`src/rtl/conv_window_ctrl.sv`:
```
// conv_window_ctrl: sequencing for a 3x3 convolution engine.
// It loads the nine weights, streams pixels through the line buffer and
// raises mac_en on every complete window. A fixed-latency delay line
// marks the result and its coordinates at the adder-tree output.
module conv_window_ctrl #(
  parameter int IMG_W    = 28,
  parameter int IMG_H    = 28,
  parameter int CW       = 5,
  parameter int PIPE_LAT = 3
) (
  input  logic          clk,
  input  logic          rst,
  input  logic          start,
  input  logic          wload_valid,
  output logic          wload_ready,
  output logic          w_we,
  output logic [3:0]    w_idx,
  input  logic          pix_valid,
  output logic          pix_ready,
  output logic          win_shift,
  output logic          mac_en,
  output logic          res_valid,
  output logic [CW-1:0] res_row,
  output logic [CW-1:0] res_col,
  output logic          busy,
  output logic          done
);

  localparam int DW = (PIPE_LAT > 1) ? $clog2(PIPE_LAT) : 1;

  typedef enum logic [2:0] {
    IDLE,
    LOAD_W,
    STREAM,
    DRAIN,
    DONE
  } state_t;

  state_t state;
  state_t state_nxt;

  logic [3:0]    wcnt;
  logic [CW-1:0] row;
  logic [CW-1:0] col;
  logic [DW-1:0] dcnt;

  logic w_acc;
  logic p_acc;
  logic last_w;
  logic last_col;
  logic last_pix;
  logic drain_end;

  // The delay line carries the valid flag and output coordinates of each window
  logic [PIPE_LAT-1:0] dl_v;
  logic [CW-1:0]       dl_row [PIPE_LAT];
  logic [CW-1:0]       dl_col [PIPE_LAT];

  // Handshake and end-of-phase conditions
  always_comb begin
    w_acc     = (state == LOAD_W) && wload_valid;
    p_acc     = (state == STREAM) && pix_valid;
    last_w    = (wcnt == 4'd8);
    last_col  = (col == CW'(IMG_W - 1));
    last_pix  = last_col && (row == CW'(IMG_H - 1));
    drain_end = (dcnt == DW'(PIPE_LAT - 1));
  end

  // State register
  always_ff @(posedge clk) begin
    if (rst) begin
      state <= IDLE;
    end else begin
      state <= state_nxt;
    end
  end

  // Next-state logic
  always_comb begin
    state_nxt = state;
    case (state)
      IDLE:    if (start)            state_nxt = LOAD_W;
      LOAD_W:  if (w_acc && last_w)  state_nxt = STREAM;
      STREAM:  if (p_acc && last_pix) state_nxt = DRAIN;
      DRAIN:   if (drain_end)        state_nxt = DONE;
      DONE:                          state_nxt = IDLE;
      default:                       state_nxt = IDLE;
    endcase
  end

  // Output decode
  always_comb begin
    wload_ready = (state == LOAD_W);
    w_we        = w_acc;
    w_idx       = w_acc ? wcnt : '0;
    pix_ready   = (state == STREAM);
    win_shift   = p_acc;
    // A window is complete once two full rows and two columns precede the pixel
    mac_en      = p_acc && (row >= CW'(2)) && (col >= CW'(2));
    res_valid   = dl_v[PIPE_LAT-1];
    res_row     = dl_row[PIPE_LAT-1];
    res_col     = dl_col[PIPE_LAT-1];
    busy        = (state != IDLE);
    done        = (state == DONE);
  end

  // Weight, raster and drain counters
  always_ff @(posedge clk) begin
    if (rst) begin
      wcnt <= '0;
      row  <= '0;
      col  <= '0;
      dcnt <= '0;
    end else begin
      case (state)
        IDLE: begin
          if (start) begin
            wcnt <= '0;
            row  <= '0;
            col  <= '0;
            dcnt <= '0;
          end
        end
        LOAD_W: begin
          if (w_acc) wcnt <= wcnt + 4'd1;
        end
        STREAM: begin
          if (p_acc) begin
            if (last_col) begin
              col <= '0;
              row <= last_pix ? '0 : row + CW'(1);
            end else begin
              col <= col + CW'(1);
            end
          end
        end
        DRAIN: begin
          dcnt <= dcnt + DW'(1);
        end
        default: begin
        end
      endcase
    end
  end

  // Result delay line, advancing every cycle regardless of pixel stalls
  always_ff @(posedge clk) begin
    if (rst) begin
      dl_v <= '0;
      for (int unsigned i = 0; i < PIPE_LAT; i++) begin
        dl_row[i] <= '0;
        dl_col[i] <= '0;
      end
    end else begin
      dl_v[0]   <= mac_en;
      dl_row[0] <= mac_en ? row - CW'(2) : '0;
      dl_col[0] <= mac_en ? col - CW'(2) : '0;
      for (int unsigned i = 1; i < PIPE_LAT; i++) begin
        dl_v[i]   <= dl_v[i-1];
        dl_row[i] <= dl_row[i-1];
        dl_col[i] <= dl_col[i-1];
      end
    end
  end

endmodule

```
`config.mk`:
```
export PLATFORM = sky130hd
export DESIGN_NAME = conv_window_ctrl
export DESIGN_NICKNAME = d
export VERILOG_FILES = /design/src/rtl/conv_window_ctrl.sv
export SDC_FILE = /design/constraint.sdc
export NUM_CORES = 1
export LEC_CHECK = 0
export ABC_AREA = 1
export CORE_ASPECT_RATIO = 1.5
export CORE_MARGIN = 5
export CORE_UTILIZATION = 55
export DETAILED_ROUTE_END_ITERATION = 8
export GPL_ROUTABILITY_DRIVEN = 0
export PLACE_DENSITY = 0.82
export SYNTH_ARGS = -nofsm -noshare
export SYNTH_HDL_FRONTEND = slang
export SYNTH_SLANG_ARGS = --single-unit
```
`constraint.sdc`:
```
create_clock -name clk -period 2.05 [get_ports clk]
set_clock_uncertainty 0.05 [all_clocks]
set_input_delay 0.3075 -clock clk [delete_from_list [all_inputs] [get_ports clk]]
set_output_delay 0.3075 -clock clk [all_outputs]
set_load 0.03 [all_outputs]
```
==> summary.md, run 1 <==
| Metric | Value |
|---|---|
| Initial antenna violation count | 0 |
| Placed Area | 2500 µm² |
| Final Util | 0.649 |
| Synthesized area per cell | 7.87 µm² |
| Post-CTS Setup Repair Bufs | 0 |
| Diode count | 0 |
| Period minus WS final | 1.96 ns |
| Layout cells sized above 1 | 0.163 |
| Final antenna-violating net count | 0 |
| Vias in the first global route | 1,538 |
| Worst vdd ir | 0.811 mV |
| Yosys warns | 0 |
| Period utilization | 0.958 |
| DP Wirelength | 2870 µm |
| Synth top area share | 0.455 |
| RSZ-0062 raised after global routing | false |
| Drt initial violations | 55 |
| CP endpoint | busy |
| Syn Nets | 307 |
| Unique masters post-synth | 30 |
| Reg-to-reg endpoint | state[1] |
| CTS buffer count | 5 |
| Worst relative slew slack | 0.785 |
| Ys flop type | dfxtp_1 |
| Reg area | 1040 µm² |
| Largest net degree at the start of global routing | 31 |
| Routed wire per std cell | 11.0 µm |
| Leak Pwr | 1.14 nW |
| Initial Util | 0.573 |
| Core area | 3990 µm² |
| Pwr Density | 1020 nW/µm² |
| GRT overflow | 0 |
| CTS Sinks | 52 |
| Seq/Total Area, Yosys | 0.455 |
| Yosys reg bits | 52 |
| FP Rows | 28 |
| CTS tree | yes |
| Post-synth top area cell | dfxtp_1 |
| Max clock buf depth | 2 |
| Via Count | 1,732 |
| Hold Path Depth | 2 |
| Drc violations | 0 |
| Full die area | 5580 µm² |
| CP startpoint | state[2] |
| Multi-input gate area | 933 µm² |
| Hold Fails Final Rpt | 0 |
| Fmax achieved | 509 MHz |
| Fillers | 344 |
| Worst r2r path cells | 8 |
| Fin area | 2590 µm² |
| First-pass GRT wire length | 6740 µm |
| H-tree depth | 2 |
| Synth async-reset ratio | 0 |
| Nets | 327 |
| Synth Cell Area | 2290 µm² |
| Setup TNS | 0 ns |
| Max Slew Vio Count | 0 |
| Max_cap viols | 0 |
| Worst Setup Path Type | flop to output port |
| Arrival time at the worst endpoint | 1.61 ns |
| Synthesis-to-layout area growth | 13.3% |
| Worst reg-to-reg setup slack | 0.38 ns |
| DR pass1 iterations | 4 |
| Die width | 62.7 µm |
| Overall routing resource usage | 0.153 |
| Die height | 89.0 µm |
| Hold-fix buffers at CTS | 0 |
| Vias per inst | 4.85 |
| Clk Latency, worst-skew pair | 0.31 ns |
| Required @ worst endpoint | 1.69 ns |
| Worst Max-Slew Pin Slew | 0.321 ns |
| Post-synth EDFFs | 0 |
| Synth area leaders | dfxtp_1, inv_1, nor2_1 |
| Setup-failing EPs final | 0 |
| Crit-path cells | nor2_4 > nand2_1 > clkdlybuf4s50_1 |
| Worst Setup End Kind | output port |
| CP Max Fanout | 6 |
| Status | finished clean |
| Worst-path clk slew | 0.10 ns |
| Slowest CP cell | clkdlybuf4s50_1 |
| Worst path max stage delay | 0.66 ns |
| Final WL | 3940 µm |
| FF-to-FF Start | col[1] |
| Hold crit path type | flop to flop |
| Syn Inst Count | 291 |
| Setup crit start kind | flop |
| Ports | 27 |
| Port buffer count | 26 |
| Root buf cell | clkbuf_8 |
## layout by cell type, fill, tap and decap left out
cell,instances
inv_1,50
nand2_2,4
nand3_1,10
nor2_4,1
nand3b_1,1
nand2_1,35
o21ai_1,2
or2_2,4
o21ai_2,2
dfxtp_1,50
xnor2_1,1
nor3_1,5
nand2_4,3
a21oi_1,12
clkinv_4,1
inv_2,4
buf_4,10
clkdlybuf4s50_1,16
nand3_4,1
clkinvlp_4,1
nor2_1,49
a21oi_2,1
clkbuf_8,5
o21ai_0,9
xor2_1,3
nor3_2,1
nand4_1,3
a211oi_1,1
nor2_2,9
ha_1,11
dfxtp_2,2
dlygate4sd2_1,3
inv_8,1
nor3_4,1
## registers in the layout, indices dropped and copies added (netlist names)
name and count:
dl_row 15, dl_v 3, row 5, dcnt 2, state 3, col 5
dl_col 15, wcnt 4
## layer usage
| metal | vias to the layer above | wire length [µm] | GRT usage |
|---|---|---|---|
| li1 | 911 | - | - |
| met1 | 767 | 1580 | 0.165 |
| met2 | 46 | 2070 | 0.273 |
| met3 | 8 | 206 | 0.0340 |
| met4 | 0 | 94 | 0.0927 |
| met5 | - | 0 | 0 |
## synth_stat cells, types with 2 or more instances
master / number
nand2_2: 4
nor2_1: 49
or2_2: 4
nor2_2: 9
nor3_1: 5
buf_4: 10
o21ai_0: 9
a21oi_1: 12
buf_6: 2
clkbuf_1: 3
xor2_1: 3
o21ai_2: 2
inv_1: 50
ha_1: 11
nand2_1: 35
nand2_4: 3
inv_2: 4
o21ai_1: 2
nand3_1: 10
nand4_1: 3
dfxtp_1: 52
## power breakdown
group / leakage [nW] / switching [W] / internal (W) / total, W
Clock: 0.0463 / 0.000357 / 0.000251 / 0.000608
Combinational: 0.677 / 0.000586 / 0.000302 / 0.000889
Sequential: 0.421 / 0.0000825 / 0.00107 / 0.00116
## logic make-up after synthesis
kind of cell    synth area share
flops                      0.455
compound gates            0.0650
xor+xnor                  0.0153
buf+inv                    0.138
fa+ha+maj                 0.0601
simple gates               0.267
## how the worst min path moves through the flow
stage / startpoint / end / slack, ns
global route: dl_col[0][4] / dl_col[0][9] / 0.37
detailed placement: dl_col[0][5] / dl_col[0][10] / 0.34
global placement: dl_row[0][8] / dl_row[0][13] / 0.34
floorplan: dl_col[0][5] / dl_col[0][10] / 0.34
CTS: dl_row[0][6] / dl_row[0][11] / 0.35
finish: dl_row[0][6] / dl_row[0][11] / 0.35
## worst max-delay path, delay by kind of cell, from the launching register on
kind          cells  cell delay, ns
flops             1            0.46
buf+inv           1            0.66
simple gates      2            0.18
## stage by stage
step	std cells	hold WS (ns)	power [W]	worst slack [ns]
final	357	0.350	0.00265	0.0860
after global routing	357	0.366	0.00283	0.0119
after CTS	357	0.351	0.00267	0.0706
after detailed placement	349	0.342	0.00207	0.236
after global placement	349	0.339	0.00205	0.253
after floorplan	291	0.338	0.00182	0.246
## final cells by class
class / count / area share
Sequential cell: 52 / 0.402
Multi-Input combinational cell: 169 / 0.360
Timing Repair Buffer: 29 / 0.101
Inverter: 54 / 0.0781
Clock buffer: 5 / 0.0265
Tap cell: 45 / 0.0217
Clock inverter: 3 / 0.0106
## what timing repair did
item / 4_1_cts / 5_1_grt
setup endpoints to repair: 4 / 1
cloned: 0 / 0
pin swaps: 0 / 0
gates resized for setup: 4 / 1
Power figures use the tool's default switching activity.
==> run 2, diff against run 1 <==
--- a/config.mk
+++ b/config.mk
@@ -7,10 +7,10 @@
 export LEC_CHECK = 0
 export ABC_AREA = 1
 export CORE_ASPECT_RATIO = 1.5
-export CORE_MARGIN = 5
 export CORE_UTILIZATION = 55
 export DETAILED_ROUTE_END_ITERATION = 8
 export GPL_ROUTABILITY_DRIVEN = 0
+export GPL_TIMING_DRIVEN = 0
 export PLACE_DENSITY = 0.82
 export SYNTH_ARGS = -nofsm -noshare
 export SYNTH_HDL_FRONTEND = slang
==> run 2 against run 1 <==
Die area decreased by 21%; first-iteration DRC count shrank 33%; count of clock-buffer cells in the layout stayed put; power is essentially flat; non-clock buffer count increased by 15; design area is 4.5% higher; cell count rose by 4.2%.
==> summary.md, run 2 (synthesis gave the netlist of run 1 again) <==
| Metric | Value |
|---|---|
| DP Wirelength | 2800 µm (-2.3%) |
| Final antenna-violating net count | 0 (unchanged) |
| FP Rows | 28 (unchanged) |
| Placed Area | 2610 µm² (+4.3%) |
| Layout cells sized above 1 | 0.196 (+0.0323) |
| Final WL | 3780 µm (-4.3%) |
| Period minus WS final | 1.96 ns (-0.0000839 ns) |
| Overall routing resource usage | 0.195 (+0.0417) |
| Fillers | 326 (-5.2%) |
| Drt initial violations | 37 (-33%) |
| Status | finished clean |
| Pwr Density | 979 nW/µm² (-4.3%) |
| Ports | 27 (unchanged) |
| Worst vdd ir | 0.686 mV (-15%) |
| GRT overflow | 0 (unchanged) |
| Worst Setup Path Type | flop to output port |
| Max clock buf depth | 2 (unchanged) |
| H-tree depth | 2 (unchanged) |
| Hold crit path type | flop to flop |
| Reg area | 1050 µm² (+0.24%) |
| Worst Max-Slew Pin Slew | 0.501 ns (+0.180 ns) |
| CP Max Fanout | 4 (-2) |
| Die width | 54.7 µm (-13%) |
| Core area | 3960 µm² (-0.88%) |
| Largest net degree at the start of global routing | 19 (-39%) |
| Nets | 342 (+4.6%) |
| Setup TNS | 0 ns (unchanged) |
| Max Slew Vio Count | 0 (unchanged) |
| Initial antenna violation count | 0 (unchanged) |
| Drc violations | 0 (unchanged) |
| Setup crit start kind | flop |
| Final Util | 0.685 (+0.0355) |
| Port buffer count | 26 (unchanged) |
| Root buf cell | clkbuf_8 |
| Clk Latency, worst-skew pair | 0.31 ns (about the same) |
| CTS tree | yes |
| Initial Util | 0.578 (+0.00507) |
| RSZ-0062 raised after global routing | false |
| CTS Sinks | 52 (unchanged) |
| Max_cap viols | 0 (unchanged) |
| Die height | 81.0 µm (-9.0%) |
| Full die area | 4430 µm² (-21%) |
| Hold-fix buffers at CTS | 0 (unchanged) |
| First-pass GRT wire length | 6290 µm (-6.7%) |
| Regs by FF count | dl_col x15, dl_row x15 |
| Vias per inst | 4.79 (-1.3%) |
| Fin area | 2710 µm² (+4.5%) |
| Worst-path clk slew | 0.09 ns (about the same) |
| Required @ worst endpoint | 1.69 ns (about the same) |
| Via Count | 1,781 (+2.8%) |
| Synthesis-to-layout area growth | 18.4% |
| Leak Pwr | 1.21 nW (+5.7%) |
| CTS buffer count | 5 (unchanged) |
| Multi-input gate area | 933 µm² (unchanged) |
| Hold Fails Final Rpt | 0 (unchanged) |
| Arrival time at the worst endpoint | 1.61 ns (about the same) |
| Period utilization | 0.958 (about the same) |
| Vias in the first global route | 1,547 (+0.59%) |
| Most frequent cells in the layout | inv_1, nor2_1, dfxtp_1, nand2_1, clkdlybuf4s50_1 |
| Setup-failing EPs final | 0 (unchanged) |
| DR pass1 iterations | 4 (unchanged) |
| Worst relative slew slack | 0.666 (-0.119) |
| Fmax achieved | 509 MHz (about the same) |
| Routed wire per std cell | 10.2 µm (-8.1%) |
| Worst Setup End Kind | output port |
| Diode count | 0 (unchanged) |
==> run 2: cell count changes in the layout (fill, tap and decap cells not counted), sizes merged <==
cell,previous run,this run
clkdlybuf4s15,0,4
buf,10,16
clkbuf,5,9
dlygate4sd2,3,4
clkinvlp,1,0
clkinv,1,2
==> run 2: final timing paths <==
check	startpoint	endpoint	slack [ns]	cells after the start
setup / recovery	state[0]	wload_ready	0.09	4
hold / removal	dl_row[0][2]	dl_row[0][7]	0.35	2
setup reg to reg	col[1]	state[1]	0.27	8
hold reg to reg	dl_row[0][2]	dl_row[0][7]	0.35	2
==> run 2: layout make-up <==
| class | instances | share of cell area |
|---|---|---|
| Sequential cell | 52 | 0.386 |
| Multi-Input combinational cell | 169 | 0.344 |
| Timing Repair Buffer | 28 | 0.0978 |
| Inverter | 54 | 0.0748 |
| Buffer | 16 | 0.0415 |
| Clock buffer | 5 | 0.0254 |
| Tap cell | 45 | 0.0208 |
| Clock inverter | 3 | 0.00969 |
==> run 2: worst max-delay path, cell delays in order (launching register included) <==
cell and delay [ns]:
dfxtp_2 0.38, inv_1 0.09, nor3_4 0.27, buf_4 0.17
dlygate4sd2_1 0.39
==> run 2: per-stage QoR <==
stage	hold WS [ns]	setup slack, ns	total power (W)	instances
2_1_floorplan	0.338	0.246	0.00182	291
3_3_place_gp	0.338	-0.170	0.00204	362
3_5_place_dp	0.342	-0.158	0.00207	362
4_1_cts	0.356	0.0164	0.00265	370
5_1_grt	0.364	0.0000486	0.00281	372
6_report	0.354	0.0861	0.00265	372
==> run 2: routing by layer <==
layer  wire (µm)  track usage  part of all wire  up-vias
li1            -            -                 -      943
met1        1610        0.220              0.43      795
met2        1930        0.330              0.51       33
met3         124       0.0449             0.033       10
met4         107       0.0923             0.028        0
met5           0            0                 0        -
==> run 2: where the power goes <==
part / switching, W / total, W / internal, W
Sequential: 0.0000801 / 0.00116 / 0.00108
Clock: 0.000344 / 0.000593 / 0.000249
Combinational: 0.000588 / 0.000905 / 0.000316
Total: 0.00101 / 0.00265 / 0.00164
==> run 2: what timing repair did <==
item	in CTS	in global routing
endpoints found under the setup margin	11	6
hold endpoints to repair	0	0
buffers inserted	0	2
pin swaps	0	1
gates resized for setup	23	6
==> run 3, diff against run 2 <==
--- a/config.mk
+++ b/config.mk
@@ -5,7 +5,6 @@
 export SDC_FILE = /design/constraint.sdc
 export NUM_CORES = 1
 export LEC_CHECK = 0
-export ABC_AREA = 1
 export CORE_ASPECT_RATIO = 1.5
 export CORE_UTILIZATION = 55
 export DETAILED_ROUTE_END_ITERATION = 8
==> run 3 against run 2 <==
Cell count fell by 13%; worst hold slack improved by 0.034 ns; wire length rose by 6.5%; worst setup slack improved by 0.0021 ns; sequential share of layout area fell by 0.86 points; critical path depth did not move; synthesized cell count fell by 16%; global-route usage rose by 1.0 points; register-to-register slack got worse by 0.08 ns; power fell by 32%; critical path type unchanged.
==> summary.md, run 3 <==
| Metric | Value |
|---|---|
| Worst Max-Slew Pin Slew | 0.460 ns (-0.0412 ns) |
| Period minus WS final | 1.96 ns (-0.00212 ns) |
| Max_cap viols | 0 (unchanged) |
| Drc violations | 0 (unchanged) |
| Fmax achieved | 510 MHz (+0.11%) |
| Full die area | 4450 µm² (+0.37%) |
| Initial Util | 0.581 (+0.00221) |
| Yosys reg bits | 52 (unchanged) |
| Max clock buf depth | 2 (unchanged) |
| Count leader, synth | dfxtp_1 |
| Synth area leaders | dfxtp_1, nor2b_1, ha_1 |
| Post-synth EDFFs | 0 (unchanged) |
| Ports | 27 (unchanged) |
| DR pass1 iterations | 4 (unchanged) |
| H-tree depth | 2 (unchanged) |
| WHS | 0.388 ns (+0.0342 ns) |
| Post-synth top area cell | dfxtp_1 |
| Worst vdd ir | 0.608 mV (-11%) |
| Required @ worst endpoint | 1.69 ns (about the same) |
| Final antenna-violating net count | 0 (unchanged) |
| Routed wire per std cell | 12.5 µm (+23%) |
| Hold crit path type | flop to flop |
| Arrival time at the worst endpoint | 1.60 ns (about the same) |
| Worst-path clk slew | 0.09 ns (about the same) |
| Port buffer count | 26 (unchanged) |
| Initial antenna violation count | 0 (unchanged) |
| Status | finished clean |
| CP Max Fanout | 10 (+6) |
| Diode count | 0 (unchanged) |
| CTS buffer count | 5 (unchanged) |
| Post-Synth Simple-Gate Area | 0.260 (-0.00701) |
| Synth cell count leaders | dfxtp_1, nor2b_1, a21oi_1, inv_1 |
| CTS Sinks | 52 (unchanged) |
| Pwr Density | 652 nW/µm² (-33%) |
| Period utilization | 0.957 (-0.00104) |
| Worst relative slew slack | 0.684 (+0.0187) |
| GRT overflow | 0 (unchanged) |
| Synthesis-to-layout area growth | 21.0% |
| Worst Setup End Kind | output port |
| Synth Cell Area | 2300 µm² (+0.38%) |
| Post-Synth XOR/XNOR Area | 0.0267 (+0.0114) |
| Most frequent cells in the layout | dfxtp_1, nor2b_1, a21oi_1, inv_1, clkdlybuf4s50_1 |
| CTS tree | yes |
| Seq/Total Area, Yosys | 0.453 (-0.00173) |
| Leak Pwr | 1.17 nW (-3.3%) |
| Commonest non-fill, non-tap cell in the layout | dfxtp_1 |
| Total power draw | 0.00181 W (-32%) |
| Inst Count DP | 315 (-13%) |
| Clk Latency, worst-skew pair | 0.30 ns (about the same) |
| Drt initial violations | 36 (-2.7%) |
| Setup-failing EPs final | 0 (unchanged) |
| Cell Count, Final, Fillers Out | 323 (-13%) |
| First-pass GRT wire length | 6650 µm (+5.7%) |
| Root buf cell | clkbuf_8 |
| Largest family of logic cells by synthesized area | simple AND/OR/NAND/NOR gates |
| Hold Fails Final Rpt | 0 (unchanged) |
| Post-synthesis compound-gate area fraction | 0.0947 (+0.0297) |
| Vias in the first global route | 1,539 (-0.52%) |
| Layout cells sized above 1 | 0.205 (+0.00932) |
| Unique masters post-synth | 42 (+40%) |
| Yosys warns | 0 (unchanged) |
| Mux cell area share after synthesis | 0.00925 (+0.00925) |
| FP Rows | 28 (unchanged) |
| Synthesized area per cell | 9.42 µm² (+20%) |
| Core area | 3960 µm² (unchanged) |
| Die height | 81.2 µm (+0.19%) |
| Ys flop type | dfxtp_1 |
| Syn Inst Count | 244 (-16%) |
| Max Slew Vio Count | 0 (unchanged) |
| Worst Setup Path Type | flop to output port |
| DP Wirelength | 2920 µm (+4.1%) |
| Vias per inst | 5.30 (+11%) |
| Via Count | 1,712 (-3.9%) |
| Overall routing resource usage | 0.205 (+0.0104) |
| Final WL | 4020 µm (+6.5%) |
| Adder-cell share of the synthesized area | 0.0599 (-0.000229) |
| Nets | 293 (-14%) |
| Synth top area share | 0.453 (-0.00173) |
| Synth async-reset ratio | 0 (unchanged) |
| Largest net degree at the start of global routing | 18 (-1) |
| Die width | 54.8 µm (+0.18%) |
| Regs by FF count | dl_col x15, dl_row x15 |
| Syn Nets | 260 (-15%) |
| Setup crit start kind | flop |
run 3: changes by cell type after synthesis, moves of 5 or more:
cell / previous run / this run
nor2_1: 49 / 12
inv_1: 50 / 17
nor2b_1: 0 / 24
nand2_1: 35 / 12
and2_1: 0 / 6
nand3_1: 10 / 4
nor2_2: 9 / 3
a21oi_1: 12 / 17
and3_1: 0 / 5
xnor2_1: 1 / 6
run 3: timing repair:
item	in CTS	in global routing
hold buffers	0	0
pin swaps	1	0
buffers inserted	1	0
resized for setup	39	14
setup endpoints to repair	11	9
run 3: cell type report:
type,count,area [µm²]
repair buffers,27,254
clock buffers,5,68.8
fillers,298,1180
inverters,17,66.3
well taps,45,56.3
flip-flops and latches,52,1050
plain buffers,23,155
clock inverters,3,46.3
multi-input cells,151,1080
run 3: power breakdown:
group	leakage (nW)	switching [W]	total, W	internal [W]
sequential	0.422	0.00000214	0.00101	0.00101
clock	0.0548	0.000333	0.000700	0.000368
combinational	0.693	0.0000619	0.0000979	0.0000360
total	1.17	0.000397	0.00181	0.00142
run 3: worst paths after layout:
check,endpoint,slack (ns),depth (start not counted),startpoint
max,done,0.09,4,state[0]
min,dl_row[0][6],0.39,1,dl_row[0][1]
max reg2reg,row[2],0.19,5,col[1]
min reg2reg,dl_row[0][6],0.39,1,dl_row[0][1]
run 3: per-stage QoR:
stage | utilization | area, µm² | setup slack, ns | setup TNS (ns)
2_1_floorplan | - | 2300 | 0.0568 | 0
3_3_place_gp | 0.661 | 2620 | -0.324 | -1.85
3_5_place_dp | 0.661 | 2620 | -0.333 | -1.88
4_1_cts | 0.698 | 2760 | 0.00264 | 0
5_1_grt | 0.702 | 2780 | -0.0112 | -0.0112
6_report | 0.702 | 2780 | 0.0882 | 0
run 3: routing by layer:
layer / up-vias / global-route usage / wire length, µm
li1: 875 / - / -
met1: 802 / 0.232 / 1740
met2: 28 / 0.358 / 2130
met3: 7 / 0.0412 / 82
met4: 0 / 0.0821 / 78
met5: - / 0 / 0
run 3: logic make-up (layout without fill, tap and decap cells):
| family | count (synthesis) | in the layout |
|---|---|---|
| compound gates | 32 | 32 |
| xor+xnor | 7 | 7 |
| fa+ha+maj | 11 | 11 |
| buf+inv | 41 | 75 |
| flops | 52 | 52 |
| mux | 2 | 2 |
| simple gates | 99 | 99 |
run 3: worst max-delay path, cell delays in order (launching register included):
cell and delay (ns):
dfxtp_1 0.33, buf_6 0.14, clkbuf_2 0.20, nor3b_1 0.22, dlygate4sd2_1 0.42
